--- src/rtl/gray_pkg.sv ---
// Shared types and helpers for the Gray-code sequencing path.
package gray_pkg;

    typedef enum logic [1:0] {
        ST_IDLE = 2'd0,
        ST_RUN  = 2'd1,
        ST_DONE = 2'd2
    } state_t;

    localparam logic DIR_UP   = 1'b0;
    localparam logic DIR_DOWN = 1'b1;

    localparam int GRAY_MAX_W = 32;

    // Callers zero-extend narrower values and keep the low bits of the result.
    function automatic logic [GRAY_MAX_W-1:0] bin2gray(input logic [GRAY_MAX_W-1:0] b);
        return b ^ (b >> 1);
    endfunction

endpackage

--- src/rtl/bin_to_gray_w.sv ---
// W-wide combinational binary-to-Gray converter (W <= 32).
module bin_to_gray_w
    import gray_pkg::*;
#(
    parameter int W = 4
) (
    input  logic [W-1:0] bin,
    output logic [W-1:0] gray
);

    assign gray = W'(bin2gray(GRAY_MAX_W'(bin)));

endmodule

--- src/rtl/gray_seq_counter.sv ---
// Sequenced up/down counter with a registered Gray copy, step-count/free-run
// modes, parallel load and wrap indication.
//
// state   | meaning
// --------+-----------------------------------------------------------
// ST_IDLE | waiting for start; count holds
// ST_RUN  | stepping once per edge; remaining==0 means free-run
// ST_DONE | step-count run finished; emits done on the way back to IDLE
module gray_seq_counter
    import gray_pkg::*;
#(
    parameter int W = 4
) (
    input  logic         clk,
    input  logic         rst_n,
    input  logic         start,
    input  logic         stop,
    input  logic         dir,
    input  logic         load,
    input  logic [W-1:0] load_val,
    input  logic [W-1:0] steps,
    output logic [W-1:0] bin_q,
    output logic [W-1:0] gray_q,
    output logic         busy,
    output logic         done,
    output logic         wrap
);

    localparam logic [W-1:0] ONE      = {{(W-1){1'b0}}, 1'b1};
    localparam logic [W-1:0] ALL_ONES = {W{1'b1}};

    state_t       state;
    state_t       state_nxt;
    logic [W-1:0] remaining;
    logic [W-1:0] remaining_nxt;
    logic [W-1:0] bin_nxt;
    logic [W-1:0] gray_nxt;
    logic         wrap_nxt;

    always_comb begin
        state_nxt     = state;
        remaining_nxt = remaining;
        bin_nxt       = bin_q;
        wrap_nxt      = 1'b0;
        if (load) begin
            bin_nxt       = load_val;
            remaining_nxt = '0;
            state_nxt     = ST_IDLE;
        end else begin
            case (state)
                ST_IDLE: begin
                    if (start) begin
                        remaining_nxt = steps;
                        state_nxt     = ST_RUN;
                    end
                end
                ST_RUN: begin
                    if (stop) begin
                        state_nxt = ST_IDLE;
                    end else begin
                        if (dir == DIR_DOWN) begin
                            bin_nxt  = bin_q - ONE;
                            wrap_nxt = (bin_q == '0);
                        end else begin
                            bin_nxt  = bin_q + ONE;
                            wrap_nxt = (bin_q == ALL_ONES);
                        end
                        if (remaining != '0) begin
                            remaining_nxt = remaining - ONE;
                            if (remaining == ONE) state_nxt = ST_DONE;
                        end
                    end
                end
                ST_DONE: state_nxt = ST_IDLE;
                default: state_nxt = ST_IDLE;
            endcase
        end
    end

    // Converting the next value keeps gray_q in step with bin_q on every edge.
    bin_to_gray_w #(.W(W)) u_bin_to_gray (
        .bin  (bin_nxt),
        .gray (gray_nxt)
    );

    always_ff @(posedge clk or negedge rst_n) begin
        if (!rst_n) begin
            state     <= ST_IDLE;
            remaining <= '0;
            bin_q     <= '0;
            gray_q    <= '0;
            busy      <= 1'b0;
            done      <= 1'b0;
            wrap      <= 1'b0;
        end else begin
            state     <= state_nxt;
            remaining <= remaining_nxt;
            bin_q     <= bin_nxt;
            gray_q    <= gray_nxt;
            busy      <= (state_nxt == ST_RUN);
            done      <= (state == ST_DONE);
            wrap      <= wrap_nxt;
        end
    end

endmodule

--- config.mk ---
export PLATFORM = sky130hd
export DESIGN_NAME = gray_seq_counter
export DESIGN_NICKNAME = d
export VERILOG_FILES = /design/src/rtl/gray_pkg.sv /design/src/rtl/bin_to_gray_w.sv /design/src/rtl/gray_seq_counter.sv
export SDC_FILE = /design/constraint.sdc
export NUM_CORES = 1
export LEC_CHECK = 0
export ABC_AREA = 1
export BUFFER_PORTS_ARGS = -buffer_cell sky130_fd_sc_hd__buf_2
export CAP_MARGIN = 40
export CORE_MARGIN = 8
export CORE_UTILIZATION = 41
export CTS_BUF_LIST = sky130_fd_sc_hd__clkbuf_16
export CTS_CLUSTER_SIZE = 28
export DETAILED_ROUTE_END_ITERATION = 8
export SETUP_SLACK_MARGIN = 0.2
export SYNTH_ARGS = -nofsm -noshare
export SYNTH_HDL_FRONTEND = slang
export SYNTH_HIERARCHICAL = 1
export SYNTH_SLANG_ARGS = --single-unit
export TNS_END_PERCENT = 5
--- constraint.sdc ---
create_clock -name clk -period 1.75 [get_ports clk]
set_input_delay 0.2625 -clock clk [delete_from_list [all_inputs] [get_ports clk]]
set_output_delay 0.2625 -clock clk [all_outputs]
set_load 0.02 [all_outputs]
==> impl_metrics.json <==
{
  "drv_cap": 0,
  "min_period_ns": 1.53,
  "syn-num-nets": 142,
  "ys_types": 23,
  "synth.cell_area_um2": 1010,
  "clock_latency_ns": 0.25,
  "grt_pass1_wl_um": 4170,
  "route.detailed.wl_per_inst_um": 13.2,
  "avgSynthCellArea_um2": 8.21,
  "pwr-share-clk": 0.355,
  "core_area_um2": 2410,
  "status": "completed",
  "worst_pin_slew_ns": 0.393,
  "internal_power_w": 0.000893,
  "finalClockSkew_ns": 0.00205,
  "htreeDepth": 1,
  "synthCells": 123,
  "dr.first_iter.drc_count": 55,
  "grt_pass1_vias": 957,
  "dr.pass1.iters": 4,
  "placementRows": 18,
  "yosysSeqAreaShare": 0.421,
  "hpwlAfterDp_um": 1730,
  "fp.dieW_um": 65.6,
  "wl_um": 2480,
  "fin_crit_sh": 0.876,
  "p_leak_nw": 0.719,
  "die_area_um2": 4310,
  "rsz0062_at_grt": "yes",
  "power_switching_w": 0.000397,
  "via_per_inst": 4.93,
  "swShare": 0.308,
  "yosysTopAreaCell": "dfrtp_1",
  "clock-root-buffer": "clkbuf_16",
  "cts_buffers": 3,
  "setup_violations": 0,
  "detail-route-antenna-nets": 0,
  "drc": 0,
  "final_layout_size_suffix_gt1_frac": 0.418,
  "overflow": 0,
  "cts.sinks": 17,
  "tritoncts": "yes",
  "crit_required_ns": 1.89,
  "endpoint_kind": "flip-flop",
  "combPwrFrac": 0.288,
  "arrival_ns": 1.67,
  "p_seq_frac": 0.357,
  "vias": 926,
  "max-slew-margin-rel": 0.738,
  "syn_to_final_growth_pct": 37.3,
  "total_power_w": 0.00129,
  "grt_max_degree": 18,
  "netlist.area_leader.share": 0.421,
  "regToRegSetupSlack_ns": 0.22,
  "gp_congestion": 0.945,
  "synth-seq-cells": 17,
  "fin_setup_tns_ns": 0,
  "finish.net_count": 178,
  "track_usage": 0.122,
  "io_buffers": 24,
  "diodes": 0,
  "start_util": 0.419,
  "clk_pin_slew_ns": 0.05,
  "critPathMaxFanout": 4,
  "hold_path.class": "in2reg",
  "ys_warn_count": 6,
  "max_freq_mhz": 652,
  "cts_max_path_buffers": 2,
  "synth_area_leaders": "dfrtp_1 (42%), nand2_1 (14%), ha_1 (5.0%)",
  "worstSetupPathType": "reg2reg",
  "antenna_found_initial": 0,
  "ir_drop_uv": 660,
  "io_pins": 25,
  "hold_violations": 0,
  "p_per_area_nw_per_um2": 930,
  "die_h_um": 65.6,
  "report.final.slew_viol_count": 0,
  "start_kind": "flip-flop"
}
## state kept, by name (all words and copies together) (netlist names)
register   count
remaining      4
bin_q          4
gray_q         4
done           1
state          2
wrap           1
busy           1
## power groups by stage
stage          Combinational, W  Clock [W]  Sequential, W
2_1_floorplan          0.000173          0       0.000498
4_1_cts                0.000336   0.000474       0.000459
5_1_grt                0.000413   0.000492       0.000462
3_3_place_gp           0.000288          0       0.000468
3_5_place_dp           0.000295          0       0.000468
6_report               0.000372   0.000458       0.000460
## stage by stage
step	hold WS, ns	setup slack (ns)	cell area, um^2	instances	utilization
6_report	0.271	0.217	1390	188	0.575
4_1_cts	0.260	0.193	1320	183	0.546
5_1_grt	0.295	0.145	1390	188	0.575
2_1_floorplan	-0.0331	0.194	1020	123	-
3_5_place_dp	0.219	0.123	1170	175	0.484
3_3_place_gp	0.218	0.156	1170	175	0.484
## what timing repair did
item / 4_1_cts / 5_1_grt
endpoints found under the hold margin: 17 / 0
endpoints found under the setup margin: 3 / 3
resized for setup: 7 / 7
setup buffers: 3 / 5
hold buffers: 1 / 0
pin swaps: 5 / 8
## path summary, 6_finish.rpt
kind,start,to,depth (start not counted)
setup reg to reg,bin_q[1],gray_q[1],8
setup / recovery,bin_q[1],gray_q[1],8
min in group asynchronous,rst_n,wrap,2
hold reg to reg,state[0],done,1
max in group asynchronous,rst_n,bin_q[0],2
hold / removal,load_val[3],bin_q[3],3
## final cells by class
type / count / area (um^2)
clock buffers: 3 / 75.1
fillers: 206 / 1020
clock inverters: 1 / 5.00
inverters: 16 / 60.1
well taps: 30 / 37.5
flip-flops and latches: 17 / 428
repair buffers: 33 / 203
multi-input cells: 88 / 578
## cells in the mapped netlist (all sizes together)
library cell / n
xnor2: 2
xor2: 1
nand3b: 1
a31oi: 1
inv: 16
clkbuf: 1
nand2: 42
nor2: 9
o21ai: 9
nand3: 9
or2: 1
dfrtp: 17
ha: 4
buf: 1
a21oi: 7
fa: 1
nand4: 1
## cells by family (layout without fill, tap and decap cells)
group	after synthesis	after routing	synth area share
xor+xnor	3	3	0.0260
buf+inv	18	53	0.0706
compound gates	17	17	0.0991
fa+ha+maj	5	5	0.0694
flops	17	17	0.421
simple gates	63	63	0.314
## cells in the final DEF (no fill, tap or decap), drive strengths merged
master,count
nand2,42
buf,32
dfrtp,17
inv,16
nor2,9
nand3,9
o21ai,9
a21oi,7
ha,4
clkbuf,3
xnor2,2
xor2,1
nand3b,1
or2,1
nand4,1
a31oi,1
fa,1
clkinv,1
dlygate4sd3,1
## per-layer routing
layer  up-vias  track usage  share of wire
li1        460            -              -
met3         4       0.0340          0.060
met1       434        0.129           0.42
met2        28        0.220           0.51
met5         -            0              0
met4         0       0.0490          0.010
## critical path, cell delays in order, from the launching register on
cell     delay, ns
dfrtp_2       0.43
inv_2         0.06
fa_2          0.43
nand2_2       0.07
o21ai_2       0.05
o21ai_2       0.18
inv_1         0.09
nand2_1       0.07
nand2_1       0.05
Note: power is estimated with default switching activity, not from simulation.
